--- src/rtl/shiftreg_pkg.sv ---
// Shared types and constants for the serial pattern generator.
// Holds the FSM state type, default frame parameters and the PRBS7 step function.
package shiftreg_pkg;

    typedef enum logic [1:0] {
        LOAD  = 2'd0,
        SHIFT = 2'd1,
        GAP   = 2'd2
    } state_e;

    localparam int unsigned DEF_WIDTH      = 8;
    localparam logic [7:0]  DEF_PATTERN    = 8'hA5;
    localparam int unsigned DEF_GAP_CYCLES = 2;

    localparam logic [6:0]  PRBS7_SEED   = 7'h7F;
    localparam int unsigned PRBS7_TAP_HI = 6;
    localparam int unsigned PRBS7_TAP_LO = 5;

    // x^7+x^6+1 Fibonacci step: returns {output/feedback bit, next state}.
    function automatic logic [7:0] prbs7_step(input logic [6:0] i_state);
        logic w_fb;
        w_fb = i_state[PRBS7_TAP_HI] ^ i_state[PRBS7_TAP_LO];
        return {w_fb, i_state[5:0], w_fb};
    endfunction

endpackage

--- src/rtl/piso_shiftreg.sv ---
// Parallel-in/serial-out shift register, MSB first, zeros shifted in at the LSB.
// The serial output is the register MSB, so it comes straight from a flop.
module piso_shiftreg #(
    parameter int unsigned WIDTH = 8
) (
    input  logic             i_clk,
    input  logic             i_rst_n,
    input  logic             i_load,
    input  logic             i_shift,
    input  logic             i_clear,
    input  logic [WIDTH-1:0] i_data,
    output logic             o_serial
);

    logic [WIDTH-1:0] r_data;

    always_ff @(posedge i_clk or negedge i_rst_n) begin
        if (!i_rst_n) begin
            r_data <= '0;
        end else if (i_load) begin
            r_data <= i_data;
        end else if (i_shift) begin
            r_data <= {r_data[WIDTH-2:0], 1'b0};
        end else if (i_clear) begin
            r_data <= '0;
        end
    end

    assign o_serial = r_data[WIDTH-1];

endmodule

--- src/rtl/shiftreg_pattern_top.sv ---
// Serial frame generator: shifts a WIDTH-bit word out MSB first with ENdin, then idles GAP_CYCLES.
// Optional macro SHIFTREG_PRBS_PATTERN_EN replaces PATTERN with successive PRBS7 words.
module shiftreg_pattern_top
    import shiftreg_pkg::*;
#(
    parameter int unsigned      WIDTH      = DEF_WIDTH,
    parameter logic [WIDTH-1:0] PATTERN    = WIDTH'(DEF_PATTERN),
    parameter int unsigned      GAP_CYCLES = DEF_GAP_CYCLES
) (
    input  logic CLK,
    input  logic RST_N,
    output logic generated_signal,
    output logic ENdin
);

    localparam int unsigned      CNT_W    = $clog2(WIDTH + 1);
    localparam logic [CNT_W-1:0] CNT_LAST = CNT_W'(WIDTH);
    localparam logic [CNT_W-1:0] CNT_ONE  = CNT_W'(1);
    localparam logic [7:0]       GAP_LAST = 8'(GAP_CYCLES);
    localparam bit               HAS_GAP  = (GAP_CYCLES != 0);

    state_e           r_state;
    state_e           w_state_nxt;
    logic [CNT_W-1:0] r_bit_cnt;
    logic [CNT_W-1:0] w_bit_cnt_nxt;
    logic [7:0]       r_gap_cnt;
    logic [7:0]       w_gap_cnt_nxt;
    logic             r_en;
    logic             w_en_nxt;
    logic             w_load;
    logic             w_shift;
    logic             w_clear;
    logic [WIDTH-1:0] w_load_word;
    logic             w_serial;

`ifdef SHIFTREG_PRBS_PATTERN_EN
    logic [6:0]       r_lfsr;
    logic [6:0]       w_lfsr_nxt;
    logic [WIDTH-1:0] w_prbs_word;

    // Run WIDTH LFSR steps ahead; the first step's bit lands in the word MSB.
    always_comb begin
        logic [6:0] w_s;
        logic [7:0] w_st;
        w_s         = r_lfsr;
        w_st        = '0;
        w_prbs_word = '0;
        for (int unsigned i = 0; i < WIDTH; i++) begin
            w_st        = prbs7_step(w_s);
            w_prbs_word = {w_prbs_word[WIDTH-2:0], w_st[7]};
            w_s         = w_st[6:0];
        end
        w_lfsr_nxt = w_s;
    end

    always_ff @(posedge CLK or negedge RST_N) begin
        if (!RST_N) begin
            r_lfsr <= PRBS7_SEED;
        end else if (w_load) begin
            r_lfsr <= w_lfsr_nxt;
        end
    end

    assign w_load_word = w_prbs_word;
`else
    assign w_load_word = PATTERN;
`endif

    always_ff @(posedge CLK or negedge RST_N) begin
        if (!RST_N) begin
            r_state   <= LOAD;
            r_bit_cnt <= '0;
            r_gap_cnt <= '0;
            r_en      <= 1'b0;
        end else begin
            r_state   <= w_state_nxt;
            r_bit_cnt <= w_bit_cnt_nxt;
            r_gap_cnt <= w_gap_cnt_nxt;
            r_en      <= w_en_nxt;
        end
    end

    always_comb begin
        w_state_nxt   = r_state;
        w_bit_cnt_nxt = r_bit_cnt;
        w_gap_cnt_nxt = r_gap_cnt;
        w_en_nxt      = r_en;
        w_load        = 1'b0;
        w_shift       = 1'b0;
        w_clear       = 1'b0;

        case (r_state)
            LOAD: begin
                w_load        = 1'b1;
                w_en_nxt      = 1'b1;
                w_bit_cnt_nxt = CNT_ONE;
                w_gap_cnt_nxt = '0;
                w_state_nxt   = SHIFT;
            end
            SHIFT: begin
                if (r_bit_cnt == CNT_LAST) begin
                    // Without a gap the reload happens here so frames run back to back.
                    if (HAS_GAP) begin
                        w_clear       = 1'b1;
                        w_en_nxt      = 1'b0;
                        w_bit_cnt_nxt = '0;
                        w_gap_cnt_nxt = 8'd1;
                        w_state_nxt   = GAP;
                    end else begin
                        w_load        = 1'b1;
                        w_en_nxt      = 1'b1;
                        w_bit_cnt_nxt = CNT_ONE;
                        w_state_nxt   = SHIFT;
                    end
                end else begin
                    w_shift       = 1'b1;
                    w_en_nxt      = 1'b1;
                    w_bit_cnt_nxt = r_bit_cnt + CNT_ONE;
                end
            end
            GAP: begin
                if (r_gap_cnt == GAP_LAST) begin
                    w_load        = 1'b1;
                    w_en_nxt      = 1'b1;
                    w_bit_cnt_nxt = CNT_ONE;
                    w_gap_cnt_nxt = '0;
                    w_state_nxt   = SHIFT;
                end else begin
                    w_clear       = 1'b1;
                    w_en_nxt      = 1'b0;
                    w_gap_cnt_nxt = r_gap_cnt + 8'd1;
                end
            end
            default: begin
                w_state_nxt = LOAD;
            end
        endcase
    end

    piso_shiftreg #(
        .WIDTH(WIDTH)
    ) u_piso (
        .i_clk    (CLK),
        .i_rst_n  (RST_N),
        .i_load   (w_load),
        .i_shift  (w_shift),
        .i_clear  (w_clear),
        .i_data   (w_load_word),
        .o_serial (w_serial)
    );

    assign generated_signal = w_serial;
    assign ENdin            = r_en;

endmodule

--- config.mk ---
export PLATFORM = sky130hd
export DESIGN_NAME = shiftreg_pattern_top
export DESIGN_NICKNAME = d
export VERILOG_FILES = /design/src/rtl/shiftreg_pkg.sv /design/src/rtl/piso_shiftreg.sv /design/src/rtl/shiftreg_pattern_top.sv
export SDC_FILE = /design/constraint.sdc
export NUM_CORES = 1
export LEC_CHECK = 0
export BUFFER_PORTS_ARGS = -buffer_cell sky130_fd_sc_hd__buf_2
export CORE_MARGIN = 3
export CORE_UTILIZATION = 55
export CTS_CLUSTER_DIAMETER = 120
export DETAILED_ROUTE_END_ITERATION = 8
export PLACE_DENSITY = 0.72
export SYNTH_ARGS = -nofsm -noshare
export SYNTH_HDL_FRONTEND = slang
export SYNTH_HIERARCHICAL = 1
export SYNTH_SLANG_ARGS = --single-unit
--- constraint.sdc ---
create_clock -name CLK -period 2.8 [get_ports CLK]
set_input_delay 0.14 -clock CLK [delete_from_list [all_inputs] [get_ports CLK]]
set_output_delay 0.14 -clock CLK [all_outputs]
set_load 0.01 [all_outputs]
==> results summary <==
The flow ran to the end, and the final reports show no timing, DRC or antenna violations. The worst setup path is of the register to register kind. The first-pass GRT wire length is between 4 and 5 mm. The number of setup buffers added after CTS came out at 0.

The sum of net half-perimeters after detailed placement is roughly 1.8 mm. The post-synthesis compound-gate area fraction came out at between 20% and 30%. The slew of the pin with the lowest slew margin came out at 658 ps. The count of input and output buffers is 3. The die area is about 3100 sq um. The reported leakage power is around 0.00066 uW. The biggest fanout along the worst timing path came out at 8. The total power draw is 498 uW. The arrival time at the worst endpoint is about 2800 ps. STA classifies the critical path endpoint as a register. The starting density of the core came out at 59.8%. The worst slack on hold paths came out at 320 ps. The final count of hold timing violations is 0. The fill cell total of the finished layout came out at a little under 200. After synthesis, the largest family of logic cells by area is simple AND/OR/NAND/NOR gates. In the synthesized netlist, mux cells make up 0% of the area.

The via density per instance came out at around 5.7. The worst slew margin relative to its limit is ~56%. The worst setup path is launched from a register. The finished layout cell area is about 1500 sq um. The launching point of the worst reg2reg path is r_gap_cnt[0]$_DFFE_PN0P_. The simple logic cell fraction of the synthesized area came out at ~23%.

The worst clock skew on the final layout came out at between 6 and 7 ps. The first-iteration detailed-routing DRC count is 15. After clock tree synthesis, the clock-pin slew on the worst setup and hold paths is 130 ps. The tree is rooted in a clkbuf_4. The type of the worst min-delay path is primary input to async pin. The clock sink count came out at 23. The setup slack of the critical path after layout is 269 ps. The number of unique standard cell types used by synthesis came out at 41. The average size of a mapped cell came out at around 9.5 sq um. After synthesis, the share of flip-flops with an asynchronous set or reset is between 90% and 100%. After detailed routing, the average wire length per cell comes to between 10 and 15 um.

Among cell families on the critical path, the largest total delay comes from simple AND/OR/NAND/NOR gates. The standard cell core area is ~2300 sq um. The maximum number of pins on one net before global-route repair came out at 24. The clock period minus worst slack came out at roughly 2500 ps.

The data required time at the worst endpoint came out at 3050 ps. After layout, the worst path uses between 90% and 100% of the clock period. The mapped cell area came out at about 1400 sq um. Setup repair after global routing left no endpoint under its margin.

Detailed routing inserted a total of approximately 1000 vias. The fraction of final layout cells sized beyond drive strength 1 came out at approximately 11%. The later-pin clock latency in the skew report is roughly 310 ps.

The deepest level of the CTS H-tree came out at 1. The via count of the first global-routing pass came out at between 1000 and 1500. The initial antenna violation count is 0.

The total congestion overflow is 0. The die height came out at about 56 um. The net count of the finished layout is 163. The growth of design area from synthesis to finish is 5.74%. Global routing consumed, over all layers together, between 10% and 20% of the routing resources. The number of enable-type register cells in the synthesized netlist is 0.

TritonCTS built the clock tree. The endpoint identified for the worst register-to-register timing path is u_piso/r_data[6]$_DFFE_PN0P_. The max-cap check violation count came out at 0. In this run the register-to-register setup slack is ~270 ps. The critical path depth in cells is 7. The share of the synthesized netlist area taken by xor and xnor gates came out at less than 1%. The global placement routability congestion came out at 0.792. For this run, the slowest stage of the critical path takes 470 ps. The number of pins exceeding their max-slew limit in the final report was 0. The number of gates resized after CTS was 0. The number of warnings printed during yosys synthesis came out at 6.

Walking the worst path, the cells encountered are inv_1, ha_1, or4b_4, o41a_4, o21a_1, or3b_2, a21oi_1. The TritonCTS buffer count is 3. The setup TNS after final layout is 0 ps.

The flip-flop and latch count after synthesis came out at 23. The final number of setup-violating endpoints came out at 0. Counting along the longest clock path gives a buffer depth of 2. The number of standard cells after synthesis came out at around 140. The count of antenna diodes in the layout came out at 0. Once detail routing completed, the nets flagged for antenna violations numbered 0.

The most used flip-flop cell after synthesis is dfrtp_1. For this design, the slowest cell found on the critical path is or4b_4. The detailed-routing iteration count for the pre-antenna-repair pass came out at 4.

The wire length reported by the detailed router came out at about 2.5 mm. The adder-cell share of the synthesized area is 7.29%. The cell depth of the worst flop-to-flop path came out at 7. The count of boundary I/O pins is 4. The site row count is 17. The buffering stage count on the worst path with inverters included is 1. The maximum vdd drop is 0.276 mV. The width of the die came out at ~56 um. The final routed DRC violation total is 0. In this run the power density over the cells is between 300 and 400 nW/um^2. The area after detailed placement is 1420 sq um. The portion of the post-synthesis area used by sequential elements came out at between 40% and 50%.

The fmax came out at roughly 400 MHz. The setup slack at placement is roughly 290 ps.
==> power breakdown <==
part | switching [uW] | leakage (uW) | total [uW] | internal, uW
Combinational | 7.95 | 0.000331 | 9.39 | 1.43
Sequential | 0 | 0.000312 | 332 | 332
Clock | 103 | 0.0000177 | 156 | 53.4
==> Yosys cell counts (2+ instances only) <==
master	number	area, sq um
a211oi_1	2	15.0
a21boi_0	2	15.0
a21oi_1	22	110
and2_1	2	12.5
clkbuf_1	3	11.3
conb_1	2	7.51
dfrtp_1	23	576
ha_1	8	100
inv_1	8	30.0
nand2_1	9	33.8
nand3_1	4	20.0
nor2_1	3	11.3
nor2b_1	9	56.3
nor4_1	2	12.5
o21a_1	2	15.0
o21ai_0	6	30.0
o31ai_1	4	30.0
or3_1	2	12.5
or3b_1	2	17.5
or3b_2	5	43.8
or4_1	4	30.0
==> registers in the layout (all words and copies together), names as in the netlist <==
signal	cells
ENdin	1
r_bit_cnt	4
r_gap_cnt	8
r_state	2
u_piso/r_data	8
==> cells in the final DEF (no fill, tap or decap), drive strengths merged, types with 2 or more instances in the layout <==
cell,netlist,final
nor2,3,3
a21boi,2,2
buf,3,3
or4,4,4
o31ai,4,4
o41ai,2,2
nand3,4,4
o21ai,7,7
nor2b,9,9
and2,2,2
conb,2,8
nor4,2,2
or3b,7,7
ha,8,8
clkbuf,3,3
a21oi,23,23
a211oi,2,2
or3,2,2
inv,8,8
nand2,9,9
dfrtp,23,23
o21a,2,2
==> how the worst max path moves through the flow <==
stage / from / endpoint
after floorplan: r_gap_cnt[0]$_DFFE_PN0P_ / u_piso/r_data[7]$_DFFE_PN0P_
after global placement: r_gap_cnt[0]$_DFFE_PN0P_ / u_piso/r_data[5]$_DFFE_PN0P_
after detailed placement: r_gap_cnt[0]$_DFFE_PN0P_ / u_piso/r_data[6]$_DFFE_PN0P_
after CTS: r_gap_cnt[0]$_DFFE_PN0P_ / u_piso/r_data[6]$_DFFE_PN0P_
after global routing: r_gap_cnt[0]$_DFFE_PN0P_ / u_piso/r_data[5]$_DFFE_PN0P_
final: r_gap_cnt[0]$_DFFE_PN0P_ / u_piso/r_data[6]$_DFFE_PN0P_
==> layout make-up <==
class | count | area [sq um] | area share [%]
Clock inverter | 1 | 5.00 | 0.345
Clock buffer | 3 | 22.5 | 1.55
Timing Repair Buffer | 4 | 25.0 | 1.72
Sequential cell | 23 | 576 | 39.6
Tap cell | 28 | 35.0 | 2.41
Multi-Input combinational cell | 113 | 759 | 52.3
Inverter | 8 | 30.0 | 2.07
==> layer usage <==
| layer | vias up | GRT usage, % | part of all wire (%) |
|---|---|---|---|
| li1 | 529 | - | - |
| met1 | 475 | 25.4 | 50 |
| met2 | 7 | 28.2 | 46 |
| met3 | 6 | 2.32 | 1.5 |
| met4 | 0 | 8.14 | 2.3 |
| met5 | - | 0 | 0 |
==> per-stage QoR <==
| stage | utilization [%] | cells |
|---|---|---|
| after global routing | 63.2 | 180 |
| after CTS | 63.2 | 180 |
| after global placement | 61.6 | 175 |
| after detailed placement | 61.6 | 175 |
| final | 63.2 | 180 |
| after floorplan | - | 150 |
==> what timing repair did <==
action                     in CTS  in global routing
hold endpoints to repair       23                  0
hold buffers                    1                  0
setup endpoints to repair       0                  0
==> cell families (layout without fill, tap and decap cells) <==
kind of cell               after synthesis  in the layout
and+or+nand+nor                         50             50
AOI/OAI and AO/OA                       46             46
DFF                                     23             23
buffers and inverters                   14             16
adders and majority gates                8              8
other                                    2              8
xor gates and xnor gates                 1              1
No activity file was read; power rests on OpenSTA's default activity.
